===== src/rtl/banco_registros_scan_pkg.sv =====
// Shared widths and types for the scanned register bank.
// Latency: none (declarations only).
// Backpressure: none (declarations only).
package banco_pkg;

    localparam int BIT_ADDR_DEF = 2;
    localparam int BIT_DATO_DEF = 4;
    localparam int NUM_REG      = 1 << BIT_ADDR_DEF;

    typedef logic [BIT_ADDR_DEF-1:0] addr_t;
    typedef logic [BIT_DATO_DEF-1:0] dato_t;

endpackage


===== src/rtl/banco_registros_scan_if.sv =====
// Bus bundle between the datapath/display side and the register bank.
// Latency: none (wiring only).
// Backpressure: none; the scan channel is paced only by iScanEn.
interface banco_registros_scan_if
    import banco_pkg::*;
#(
    parameter int BIT_ADDR = BIT_ADDR_DEF,
    parameter int BIT_DATO = BIT_DATO_DEF
);
    logic                iWrEn;
    logic [BIT_ADDR-1:0] iAddrW;
    logic [BIT_DATO-1:0] iDatoW;
    logic [BIT_ADDR-1:0] iAddrR1;
    logic [BIT_ADDR-1:0] iAddrR2;
    logic [BIT_DATO-1:0] oSalida_1;
    logic [BIT_DATO-1:0] oSalida_2;
    logic                iScanEn;
    logic [BIT_ADDR-1:0] oScanAddr;
    logic [BIT_DATO-1:0] oScanDato;
    logic                oScanValid;

    // Datapath / display side.
    modport master (
        output iWrEn, iAddrW, iDatoW, iAddrR1, iAddrR2, iScanEn,
        input  oSalida_1, oSalida_2, oScanAddr, oScanDato, oScanValid
    );

    // Register bank side.
    modport slave (
        input  iWrEn, iAddrW, iDatoW, iAddrR1, iAddrR2, iScanEn,
        output oSalida_1, oSalida_2, oScanAddr, oScanDato, oScanValid
    );
endinterface


===== src/rtl/banco_registros_scan_scan_puntero.sv =====
// Scan walk pointer with registered entry address and valid flag.
// Latency: one cycle from en to valid/addr.
// Backpressure: none; en=0 freezes the pointer and address, drops valid.
module scan_puntero #(
    parameter int BIT_ADDR = 2
) (
    input  logic                iClk,
    input  logic                rst,
    input  logic                en,
    output logic [BIT_ADDR-1:0] ptr,
    output logic [BIT_ADDR-1:0] addr,
    output logic                valid
);

    // Advance the walk on each enabled edge; wrap is the natural overflow.
    always_ff @(posedge iClk) begin
        if (!rst) begin
            ptr   <= '0;
            addr  <= '0;
            valid <= 1'b0;
        end else if (en) begin
            ptr   <= ptr + BIT_ADDR'(1);
            addr  <= ptr;
            valid <= 1'b1;
        end else begin
            valid <= 1'b0;
        end
    end

endmodule


===== src/rtl/banco_registros_scan.sv =====
// Register file with one write port, two bypassed read ports and a scan channel.
// Latency: reads combinational (write-first); scan entry one cycle after enable.
// Backpressure: none; scan advances only on iScanEn, writes accepted every cycle.
module banco_registros_scan
    import banco_pkg::*;
#(
    parameter int BIT_ADDR = BIT_ADDR_DEF,
    parameter int BIT_DATO = BIT_DATO_DEF,
    parameter int ZERO_REG = 0
) (
    input  logic iClk,
    input  logic rst,
    banco_registros_scan_if.slave bus
);

    localparam int NREG = 1 << BIT_ADDR;

    logic [BIT_DATO-1:0] mem [NREG];
    logic                wr_ok;
    logic [BIT_DATO-1:0] rd1;
    logic [BIT_DATO-1:0] rd2;
    logic [BIT_ADDR-1:0] scan_ptr;
    logic [BIT_ADDR-1:0] scan_addr;
    logic                scan_valid;
    logic [BIT_DATO-1:0] scan_dato;

    // A write only lands outside reset and never on a hardwired-zero register 0;
    // the bypass uses the same qualifier so reads never show a discarded write.
    assign wr_ok = rst && bus.iWrEn
                   && !((ZERO_REG != 0) && (bus.iAddrW == '0));

    // Storage array: cleared by reset, one write per edge.
    always_ff @(posedge iClk) begin
        if (!rst) begin
            for (int i = 0; i < NREG; i++) begin
                mem[i] <= '0;
            end
        end else if (wr_ok) begin
            mem[bus.iAddrW] <= bus.iDatoW;
        end
    end

    // Read port 1: stored value, overridden by same-cycle write, then by zero-reg.
    always_comb begin
        rd1 = mem[bus.iAddrR1];
        if (wr_ok && (bus.iAddrR1 == bus.iAddrW)) begin
            rd1 = bus.iDatoW;
        end
        if ((ZERO_REG != 0) && (bus.iAddrR1 == '0)) begin
            rd1 = '0;
        end
    end

    // Read port 2: same priority as port 1.
    always_comb begin
        rd2 = mem[bus.iAddrR2];
        if (wr_ok && (bus.iAddrR2 == bus.iAddrW)) begin
            rd2 = bus.iDatoW;
        end
        if ((ZERO_REG != 0) && (bus.iAddrR2 == '0)) begin
            rd2 = '0;
        end
    end

    scan_puntero #(
        .BIT_ADDR (BIT_ADDR)
    ) u_scan_puntero (
        .iClk  (iClk),
        .rst   (rst),
        .en    (bus.iScanEn),
        .ptr   (scan_ptr),
        .addr  (scan_addr),
        .valid (scan_valid)
    );

    // Scan data captures the pre-edge stored value; a same-edge write is
    // deliberately not bypassed and shows up on the next pass.
    always_ff @(posedge iClk) begin
        if (!rst) begin
            scan_dato <= '0;
        end else if (bus.iScanEn) begin
            scan_dato <= mem[scan_ptr];
        end
    end

    assign bus.oSalida_1  = rd1;
    assign bus.oSalida_2  = rd2;
    assign bus.oScanAddr  = scan_addr;
    assign bus.oScanDato  = scan_dato;
    assign bus.oScanValid = scan_valid;

endmodule


===== src/flat_wrapper.sv =====
// flat-port wrapper written by rule: the top's interface ports become plain ports
module banco_registros_scan_flat import banco_pkg::*;
#(
    parameter int BIT_ADDR = BIT_ADDR_DEF,
    parameter int BIT_DATO = BIT_DATO_DEF,
    parameter int ZERO_REG = 0
)
  (iClk, rst, bus_iWrEn, bus_iAddrW, bus_iDatoW, bus_iAddrR1, bus_iAddrR2, bus_iScanEn, bus_oSalida_1, bus_oSalida_2, bus_oScanAddr, bus_oScanDato, bus_oScanValid);
  banco_registros_scan_if #(.BIT_ADDR(BIT_ADDR), .BIT_DATO(BIT_DATO)) bus_i ();
  input  logic iClk;
  input  logic rst;
  input wire logic [$bits(bus_i.iWrEn)-1:0] bus_iWrEn;
  input wire logic [$bits(bus_i.iAddrW)-1:0] bus_iAddrW;
  input wire logic [$bits(bus_i.iDatoW)-1:0] bus_iDatoW;
  input wire logic [$bits(bus_i.iAddrR1)-1:0] bus_iAddrR1;
  input wire logic [$bits(bus_i.iAddrR2)-1:0] bus_iAddrR2;
  input wire logic [$bits(bus_i.iScanEn)-1:0] bus_iScanEn;
  output wire logic [$bits(bus_i.oSalida_1)-1:0] bus_oSalida_1;
  output wire logic [$bits(bus_i.oSalida_2)-1:0] bus_oSalida_2;
  output wire logic [$bits(bus_i.oScanAddr)-1:0] bus_oScanAddr;
  output wire logic [$bits(bus_i.oScanDato)-1:0] bus_oScanDato;
  output wire logic [$bits(bus_i.oScanValid)-1:0] bus_oScanValid;
  assign bus_i.iWrEn = bus_iWrEn;
  assign bus_i.iAddrW = bus_iAddrW;
  assign bus_i.iDatoW = bus_iDatoW;
  assign bus_i.iAddrR1 = bus_iAddrR1;
  assign bus_i.iAddrR2 = bus_iAddrR2;
  assign bus_i.iScanEn = bus_iScanEn;
  assign bus_oSalida_1 = bus_i.oSalida_1;
  assign bus_oSalida_2 = bus_i.oSalida_2;
  assign bus_oScanAddr = bus_i.oScanAddr;
  assign bus_oScanDato = bus_i.oScanDato;
  assign bus_oScanValid = bus_i.oScanValid;
  banco_registros_scan #(.BIT_ADDR(BIT_ADDR), .BIT_DATO(BIT_DATO), .ZERO_REG(ZERO_REG)) u_core (.iClk(iClk), .rst(rst), .bus(bus_i));
endmodule

===== config.mk =====
export PLATFORM = sky130hd
export DESIGN_NAME = banco_registros_scan_flat
export DESIGN_NICKNAME = d
export VERILOG_FILES = /design/src/rtl/banco_registros_scan_pkg.sv /design/src/rtl/banco_registros_scan_if.sv /design/src/rtl/banco_registros_scan_scan_puntero.sv /design/src/rtl/banco_registros_scan.sv /design/src/flat_wrapper.sv
export SDC_FILE = /design/constraint.sdc
export NUM_CORES = 1
export LEC_CHECK = 0
export ABC_AREA = 1
export CORE_MARGIN = 2
export CORE_UTILIZATION = 62
export DETAILED_ROUTE_END_ITERATION = 6
export DONT_BUFFER_PORTS = 1
export PLACE_DENSITY = 0.78
export SLEW_MARGIN = 25
export SYNTH_ARGS = -nofsm -noshare
export SYNTH_HDL_FRONTEND = slang
export SYNTH_HIERARCHICAL = 1
export SYNTH_SLANG_ARGS = --single-unit
export TNS_END_PERCENT = 5

===== constraint.sdc =====
create_clock -name iClk -period 1.28 [get_ports iClk]
set_input_delay 0.128 -clock iClk [delete_from_list [all_inputs] [get_ports iClk]]
set_output_delay 0.128 -clock iClk [all_outputs]
set_load 0.01 [all_outputs]

Word-level counts from Yosys, hierarchy flattened --
Memories as Yosys holds them, arrays and structs flattened. A register that Yosys moved wholly into a read port is not among the register bits. Cells that the tools add are included.
Storage, ports and cells: register bits 5, RAM bits 16, input port bits 14, output and inout bits 15, logic and storage cells 22, memories 1
Memory list:
- u_core.mem | depth 4, width 4, rd ports 3, clocked after memory_dff 1, write ports 4, line banco_registros_scan.sv:18 | logic [BIT_DATO-1:0] mem [NREG];
Cells by class: $add $sub $neg 1, equality and inequality tests 2, muxes and demuxes 10, reduce and logical (&&, ||, !) cells 5
Operator list (number):
- $mux 4 | 3
- $mux 1 | 6
- $eq 2x2->1 | 2
- $reduce_or 4->1 | 1
- $logic_and 1x1->1 | 3
- $add 2x1->2 const B | 1
- $mux 2 | 1
- $logic_not 1->1 | 1

Depth between registers and ports, before layout --
Gate-level depths: netlist of the first run.
depth after elaboration 6, mapped depth 7

By module --
Netlist of the first run, hierarchy kept.
Modules (own cells, without submodules):
- banco_registros_scan | instances 1, cells each 213, area an instance 1423.9 µm², seq. area each 560.5 µm²
- scan_puntero | instances 1, cells each 20, area an instance 171.4 µm², seq. area each 100.1 µm²

Least setup slack after synthesis of the first run --
OpenSTA, ideal clock, no wires.
kind input to register, start point input rst, end point memory u_core/mem[2][0] in the netlist's numbering (enable), library setup time 0.361 ns, arrival time 0.796 ns, data required time 0.919 ns, slack 0.123 ns, stages 4, cells stage by stage buf_6 -> nand2_4 -> buf_6 -> o21ai_0
RTL lines:
- start, declared | line flat_wrapper.sv:11 | input logic rst;
- end, declared | line banco_registros_scan.sv:18

==> impl_metrics.py, run 1 <==
metrics = {
    "global_routing": {
        "grt_pass1_vias": 1364,
        "antenna_found_initial": 0,
        "grt-ovfl-total": 0,
        "grt_pass1_wl_um": 5930,
        "grt_util_all_layers_pct": 27.6,
        "grt_max_degree": 16,
    },
    "sta": {
        "hold_viol_final": 0,
        "rsz0062_at_grt": "true",
        "finClkSkew_ps": 15.2,
        "finalCritPeriodShare_pct": 104,
        "fmax_mhz": 754,
        "worstMarginPinSlew_ps": 378,
        "min_period_ps": 1330,
        "setup_viol": 8,
        "slew_violations": 0,
        "max_slew_margin_pct": 74.7,
        "setup_ws_ps": -46.8,
    },
    "cts": {
        "cts_root_buffer": "clkbuf_4",
        "clkSlewWorstSetupHoldPaths_ps": 140,
        "cts-htree-levels": 1,
        "numCtsBuffers": 3,
        "clockBufferDepth": 2,
        "insertion_delay_ps": 320,
        "cts.sinks": 25,
        "cts_tree": "yes",
    },
    "final_layout": {
        "antennaDiodeCount": 0,
        "fillers": 213,
        "drive_gt1_share_pct": 16.7,
        "final_net_count": 254,
        "utilization_pct": 69.3,
        "area_growth_pct": 6.59,
    },
    "floorplanning": {
        "core_area_sq_um": 2450,
        "initial_core_util_pct": 65.0,
        "ios": 29,
        "die_width_um": 54.7,
        "rows": 18,
        "dieArea_sq_um": 2990,
        "die-height_um": 54.7,
    },
    "detailed_routing": {
        "vias": 1564,
        "wire_per_inst_um": 14.5,
        "drc": 0,
        "drt-initial-drc-count": 88,
        "viasPerCell": 5.81,
        "ant_nets": 0,
        "wl_um": 3900,
        "drtPass1Iterations": 6,
    },
    "yosys": {
        "async_flop_share_pct": 0,
        "synth_top_area_share_pct": 30.1,
        "synth_area_sq_um": 1600,
        "syn_inst": 233,
        "synthFlopType": "edfxtp_1",
        "synth-seq-area-share_pct": 41.4,
        "synth_area_per_cell_sq_um": 6.85,
        "synth_most_common_cell": "nand2_1",
        "synth_top_area_cell": "edfxtp_1",
        "syn-num-nets": 247,
        "synth_area_leaders": "edfxtp_1 30%, nand2_1 22%, dfxtp_1 11%",
        "synth_common_cells": "94 x nand2_1, 31 x nand3_1, 27 x inv_1",
        "ys_types": 22,
        "yosys_register_bits": 25,
        "synth_edf_count": 16,
        "yosysWarnings": 6,
    },
    "setup_path": {
        "rrSetupSlack_ps": 230,
        "path_common_cell": "nand2_1",
        "cp_max_fo": 2,
        "worstPathRequired_ps": 1150,
        "crit_chain": "inv_2 -> nand2_1 -> nand3_1 -> nand2_1 -> nand2_1 -> nand2_2",
        "path_delay_family": "flip-flops",
        "cpPeakStageDelay_ps": 460,
        "worstSetupStartpointType": "flop",
        "crit_arrival_ps": 1200,
        "path_buf_inv": 1,
        "critPathSlowestCell": "edfxtp_1",
        "cp-end-kind": "primary output",
        "worstSetupPathType": "reg -> out",
    },
    "placement": {
        "dpl.hpwl_um": 2980,
        "portBuffers": 0,
        "pre_cts_ws_ps": 279,
        "gp_congestion": 0.889,
    },
    "pwr": {
        "ir_drop_mv": 0.857,
        "p_per_area_nw_per_um2": 1010,
        "leakage_nw": 0.834,
        "finalPower_mw": 1.71,
    },
    "job": {
        "cap_violations": 0,
    },
    "run_status": {
        "status": "finished, violations left",
        "violations": "negative setup slack",
    },
    "hold_path": {
        "min_path_type": "in -> reg",
    },
}
## registers in the layout, summed over array words and instances, names as in the netlist
register	cells
u_core/bus.oScanDato	4
u_core/u_scan_puntero/ptr	2
u_core/u_scan_puntero/valid	1
u_core/mem	16
u_core/u_scan_puntero/addr	2
## what timing repair did
item                                    4_1_cts  5_1_grt
setup buffers                                 0        3
gates resized for setup                      10        9
endpoints found under the hold margin         9        0
hold buffers                                  3        0
endpoints found under the setup margin        8        8
pin swaps                                     3        2
## cell type report
class	count	area [sq um]	share of cell area [%]
clock inverters	1	6.26	0.368
repair buffers	8	67.6	3.97
inverters	32	120	7.06
clock buffers	3	22.5	1.32
multi-input cells	170	786	46.2
well taps	30	37.5	2.21
flip-flops and latches	25	661	38.9
## cells by family after synthesis
family,synth area share [%]
and+or+nand+nor,41.5
xor gates and xnor gates,0.549
DFF,41.4
AOI/OAI and AO/OA,5.65
buffers and inverters,10.9
## worst paths after layout
kind | startpoint | end | depth (start not counted)
worst max-delay path | u_core/mem[1][1] | bus_oSalida_2[1] | 6
worst min-delay path | rst | u_core/mem[0][1] | 1
worst max register to register | u_core/u_scan_puntero/ptr[0] | u_core/bus.oScanDato[2] | 5
worst min register to register | u_core/u_scan_puntero/addr[0] | u_core/u_scan_puntero/addr[0] | 2
## cell usage in the layout (no fill, tap or decap), types with 4 or more instances in the layout
master	count
a21oi_1	5
buf_4	5
dfxtp_1	9
edfxtp_1	16
inv_1	17
inv_2	15
nand2_1	86
nand2_2	10
nand3_1	30
nand4_1	4
nor2_1	17
nor3_1	4
o21ai_0	6
## layer usage
layer / global-route usage [%] / share of wire [%] / wire length [um]
met5: 0 / 0 / 0
met1: 36.1 / 41 / 1590
met4: 7.50 / 1.4 / 54
met2: 46.0 / 51 / 1980
met3: 5.74 / 7.1 / 275
## power by group
part / internal [mW] / total, mW / switching, mW
logic: 0.131 / 0.370 / 0.238
clock network: 0.122 / 0.358 / 0.237
registers: 0.922 / 0.984 / 0.0621
total: 1.17 / 1.71 / 0.537
## stage by stage
stage | instance area, sq um | std cells | TNS, ps | hold slack (ps)
final | 1700 | 269 | -245 | 73.0
after detailed placement | 1590 | 259 | 0 | 227
after floorplan | 1600 | 233 | 0 | 221
after global placement | 1590 | 259 | 0 | 226
after CTS | 1670 | 266 | -318 | 64.7
after global routing | 1700 | 269 | -848 | 65.9
Power figures use the tool's default switching activity.
==> run 2, diff against run 1 <==
--- a/config.mk
+++ b/config.mk
@@ -7,10 +7,9 @@
 export LEC_CHECK = 0
 export ABC_AREA = 1
 export CORE_MARGIN = 2
-export CORE_UTILIZATION = 62
+export CORE_UTILIZATION = 50
 export DETAILED_ROUTE_END_ITERATION = 6
 export DONT_BUFFER_PORTS = 1
-export PLACE_DENSITY = 0.78
 export SLEW_MARGIN = 25
 export SYNTH_ARGS = -nofsm -noshare
 export SYNTH_HDL_FRONTEND = slang
==> constraint.sdc (replaced) <==
create_clock -name iClk -period 1.3 [get_ports iClk]
set_input_delay 0.13 -clock iClk [delete_from_list [all_inputs] [get_ports iClk]]
set_output_delay 0.13 -clock iClk [all_outputs]
set_load 0.01 [all_outputs]
==> impl_metrics.py, run 2 (synthesis gave the netlist of run 1 again) <==
metrics = {
    "hold_path": {
        "holdCritStartpoint": "bus_iScanEn",
        "min_path_type": "in -> reg",
        "hold_path_end": "u_core/bus.oScanDato[1]",
        "worstHoldPathCells": 2,
    },
    "setup_path": {
        "rrSetupSlack_ps": 150,
        "rr_worst_depth": 5,
        "worstSetupStartpointType": "flop",
        "cp_max_fo": 2,
        "reg2reg_from": "u_core/u_scan_puntero/ptr[0]",
        "r2r_end": "u_core/bus.oScanDato[1]",
        "crit_arrival_ps": 1200,
        "worstSetupPathType": "reg -> out",
        "worstPathRequired_ps": 1170,
        "cp-end-kind": "primary output",
    },
    "global_routing": {
        "antenna_found_initial": 0,
        "grt_util_all_layers_pct": 24.0,
        "busiest_layer": "met2",
        "grt_max_degree": 17,
        "grt-ovfl-total": 0,
        "grt_pass1_vias": 1399,
        "grt_use_met2_pct": 40.5,
        "use_met1_pct": 31.8,
        "grt_pass1_wl_um": 6520,
        "met3_usage_pct": 4.69,
    },
    "pwr": {
        "p_per_area_nw_per_um2": 987,
        "ir_drop_mv": 0.614,
        "leakage_nw": 0.833,
        "finalPower_mw": 1.70,
    },
    "sta": {
        "setup_viol": 8,
        "slew_violations": 0,
        "hold_viol_final": 0,
        "setup_ws_ps": -33.8,
        "min_period_ps": 1330,
        "finClkSkew_ps": 4.10,
        "fin_setup_tns_ps": -155,
        "fmax_mhz": 750,
        "rsz0062_at_grt": "true",
        "finalCritPeriodShare_pct": 103,
        "fin_hold_ws_ps": 16.9,
        "worstMarginPinSlew_ps": 406,
        "max_slew_margin_pct": 72.9,
    },
    "floorplanning": {
        "dieArea_sq_um": 3660,
        "die-height_um": 60.5,
        "core_area_sq_um": 3050,
        "ios": 29,
        "die_width_um": 60.5,
        "initial_core_util_pct": 52.3,
        "rows": 20,
    },
    "placement": {
        "placed_cell_area_sq_um": 1610,
        "dp.cells": 273,
        "dpl.hpwl_um": 3060,
        "gp_congestion": 0.844,
        "portBuffers": 0,
    },
    "run_status": {
        "violations": "negative setup slack",
        "status": "finished, violations left",
    },
    "final_layout": {
        "final_cell_mix": "83 x nand2_1, 29 x nand3_1, 17 x inv_1, 17 x nor2_1, 16 x edfxtp_1",
        "layoutNonFillerInstCount": 282,
        "fin_area_sq_um": 1720,
        "fillers": 320,
        "regArea_sq_um": 661,
        "drive_gt1_share_pct": 18.5,
        "final_net_count": 253,
        "antennaDiodeCount": 0,
        "regMostFlops": "u_core/mem",
        "largest_reg_flops": 16,
        "final_common_cell": "nand2_1",
        "multi_input_area_sq_um": 798,
        "area_growth_pct": 8.00,
    },
    "cts": {
        "clkSlewWorstSetupHoldPaths_ps": 140,
        "cts-htree-levels": 1,
        "cts_root_buffer": "clkbuf_4",
        "cts.sinks": 25,
        "numCtsBuffers": 3,
        "insertion_delay_ps": 320,
        "cts_tree": "yes",
        "clockBufferDepth": 2,
    },
    "detailed_routing": {
        "drt-initial-drc-count": 112,
        "vias": 1501,
        "ant_nets": 0,
        "drc": 0,
        "wire_per_inst_um": 14.2,
        "drtPass1Iterations": 4,
        "wl_um": 4010,
        "viasPerCell": 5.32,
    },
    "job": {
        "cap_violations": 0,
    },
}
-- run 2: timing repair --
action                                  4_1_cts  5_1_grt
buffers inserted                              3        0
hold buffers                                  2        0
gates resized for setup                      11       12
endpoints found under the hold margin         9        0
endpoints found under the setup margin        8        8
pin swaps                                     4        6
gates cloned                                  0        0
-- run 2: where the power goes --
group | switching [mW] | internal [mW] | leakage, nW
registers | 0.0646 | 0.908 | 0.230
clock network | 0.242 | 0.125 | 0.0183
logic | 0.232 | 0.129 | 0.584
-- run 2: final cells by class --
type | count | area share [%]
inverter | 32 | 6.97
clock buffer | 3 | 1.31
multi-input combinational | 170 | 46.3
tap | 44 | 3.20
sequential | 25 | 38.3
clock inverter | 1 | 0.508
timing repair buffer | 7 | 3.34
-- run 2: layer usage --
layer | wire length [um] | share of wire (%)
met3 | 182 | 4.5
met5 | 0 | 0
met4 | 41 | 1.0
met2 | 1980 | 49
met1 | 1800 | 45
-- run 2: per-stage QoR --
step	setup slack (ps)	util, %
after CTS	-39.9	55.9
final	-33.8	56.4
after detailed placement	201	52.8
after floorplan	141	-
after global placement	247	52.8
after global routing	-111	56.4
-- run 2: critical path: stages (launching register included) --
cell	delay (ps)
edfxtp_1	460
inv_2	90
nand2_2	50
nand3_1	70
nand2_1	60
nand2_1	70
nand2_2	70
-- run 2: worst max-delay path by stage --
stage / from / endpoint / slack (ps) / cells past startpoint
6_report: u_core/mem[3][0] / bus_oSalida_1[0] / -30 / 6
5_1_grt: u_core/mem[2][2] / bus_oSalida_2[2] / -110 / 6
4_1_cts: u_core/mem[2][2] / bus_oSalida_1[2] / -40 / 6
3_5_place_dp: u_core/u_scan_puntero/ptr[0] / u_core/bus.oScanDato[1] / 200 / 5
3_3_place_gp: bus_iAddrW[1] / u_core/mem[2][2] / 250 / 5
2_1_floorplan: rst / u_core/mem[2][0] / 140 / 4
==> run 3, diff against run 2 <==
--- a/config.mk
+++ b/config.mk
@@ -7,9 +7,10 @@
 export LEC_CHECK = 0
 export ABC_AREA = 1
 export CORE_MARGIN = 2
-export CORE_UTILIZATION = 50
+export CORE_UTILIZATION = 62
 export DETAILED_ROUTE_END_ITERATION = 6
 export DONT_BUFFER_PORTS = 1
+export PLACE_DENSITY = 0.78
 export SLEW_MARGIN = 25
 export SYNTH_ARGS = -nofsm -noshare
 export SYNTH_HDL_FRONTEND = slang
==> impl_metrics.py, run 3 (synthesis gave the netlist of run 1 again) <==
metrics = {
    "setup_path": {
        "path_buf_inv": 1,
        "cpPeakStageDelay_ps": 480,
        "worstSetupStartpointType": "flop",
        "crit_chain": "inv_2 -> nand2_1 -> nand3_1 -> nand2_1 -> nand2_1 -> nand2_2",
        "cp_max_fo": 2,
        "worstPathRequired_ps": 1170,
        "cp-end-kind": "primary output",
        "path_common_cell": "nand2_1",
        "worstSetupPathType": "reg -> out",
        "path_delay_family": "flip-flops",
        "critPathSlowestCell": "edfxtp_1",
        "crit_arrival_ps": 1200,
    },
    "sta": {
        "min_period_ps": 1330,
        "fin_setup_tns_ps": -85.9,
        "max_slew_margin_pct": 73.2,
        "setup_viol": 6,
        "fmax_mhz": 752,
        "slew_violations": 0,
        "finalCritPeriodShare_pct": 102,
        "setup_ws_ps": -30.6,
        "finClkSkew_ps": 11.5,
        "rsz0062_at_grt": "true",
        "worstMarginPinSlew_ps": 400,
        "hold_viol_final": 0,
    },
    "final_layout": {
        "fillers": 209,
        "final_common_cell": "nand2_1",
        "final_cell_mix": "83 x nand2_1, 29 x nand3_1, 21 x inv_1",
        "utilization_pct": 68.7,
        "layoutNonFillerInstCount": 266,
        "regMostFlops": "u_core/mem",
        "antennaDiodeCount": 0,
        "drive_gt1_share_pct": 16.1,
        "final_net_count": 251,
        "largest_reg_flops": 16,
        "area_growth_pct": 5.73,
    },
    "pwr": {
        "ir_drop_mv": 0.911,
        "leakage_nw": 0.826,
        "finalPower_mw": 1.66,
        "p_per_area_nw_per_um2": 984,
    },
    "job": {
        "cap_violations": 0,
    },
    "detailed_routing": {
        "drc": 0,
        "vias": 1542,
        "ant_nets": 0,
        "wl_um": 3930,
        "drt-initial-drc-count": 78,
        "drtPass1Iterations": 4,
        "viasPerCell": 5.80,
        "wire_per_inst_um": 14.8,
    },
    "cts": {
        "insertion_delay_ps": 310,
        "cts_root_buffer": "clkbuf_4",
        "clkSlewWorstSetupHoldPaths_ps": 140,
        "numCtsBuffers": 3,
        "cts.sinks": 25,
        "clockBufferDepth": 2,
        "cts-htree-levels": 1,
        "cts_tree": "yes",
    },
    "hold_path": {
        "min_path_type": "in -> reg",
    },
    "floorplanning": {
        "ios": 29,
        "core_area_sq_um": 2450,
        "dieArea_sq_um": 2990,
        "die-height_um": 54.7,
        "rows": 18,
        "initial_core_util_pct": 65.0,
        "die_width_um": 54.7,
    },
    "placement": {
        "pre_cts_ws_ps": 215,
        "dp.cells": 259,
        "dpl.hpwl_um": 2980,
        "gp_congestion": 0.906,
        "portBuffers": 0,
    },
    "global_routing": {
        "grt_max_degree": 15,
        "grt-ovfl-total": 0,
        "grt_pass1_vias": 1425,
        "grt_util_all_layers_pct": 29.4,
        "grt_pass1_wl_um": 6240,
        "antenna_found_initial": 0,
    },
    "run_status": {
        "violations": "negative setup slack",
        "status": "finished, violations left",
    },
}
[run 3: changes by cell type in the layout (fill, tap and decap cells not counted)]
cell	before	now
buf_4	5	3
clkinv_2	0	1
inv_1	17	21
inv_6	1	0
inv_2	15	11
[run 3: path summary, 6_finish.rpt]
path / cells after the start / endpoint / slack (ps) / start
worst max-delay path: 6 / bus_oSalida_2[2] / -30 / u_core/mem[2][2]
worst min-delay path: 2 / u_core/bus.oScanDato[3] / 30 / bus_iScanEn
worst max register to register: 3 / u_core/u_scan_puntero/ptr[0] / 270 / u_core/u_scan_puntero/ptr[0]
worst min register to register: 2 / u_core/u_scan_puntero/addr[0] / 550 / u_core/u_scan_puntero/addr[0]
[run 3: per-stage QoR]
step / instance area (sq um) / hold slack, ps
after floorplan: 1600 / 223
after global placement: 1590 / 227
after detailed placement: 1590 / 229
after CTS: 1660 / 20.9
after global routing: 1690 / 35.3
final: 1690 / 27.7
[run 3: timing repair]
action / in CTS / in global routing
gates resized for setup: 8 / 11
setup endpoints to repair: 7 / 8
pin swaps: 1 / 2
setup buffers: 0 / 1
hold endpoints to repair: 9 / 0
hold buffers: 2 / 0
[run 3: worst reg2reg max path: cells and delay by family, from the launching register on]
kind	cells	cell delay, ps
flops	1	510
buf+inv	1	190
compound gates	1	160
simple gates	1	90
[run 3: report_power, final]
| part | internal, mW | switching, mW | leakage, nW |
|---|---|---|---|
| sequential | 0.908 | 0.0611 | 0.230 |
| combinational | 0.124 | 0.232 | 0.578 |
| clock | 0.115 | 0.221 | 0.0177 |
| total | 1.15 | 0.513 | 0.826 |
[run 3: area by class of cell]
class	instances	area [sq um]	area share [%]
Multi-Input combinational cell	170	798	47.3
Sequential cell	25	661	39.2
Inverter	32	120	7.12
Timing Repair Buffer	5	42.5	2.52
Tap cell	30	37.5	2.23
Clock buffer	3	22.5	1.34
Clock inverter	1	5.00	0.297
[run 3: metal layers]
layer  up-vias  part of all wire [%]  global-route usage [%]  wire [um]
met2        66                    49                    49.8       1940
met3        10                   7.9                    5.74        310
met1       720                    41                    38.0       1610
li1        746                     -                       -          -
met5         -                     0                       0          0
met4         0                   1.7                    8.33         68
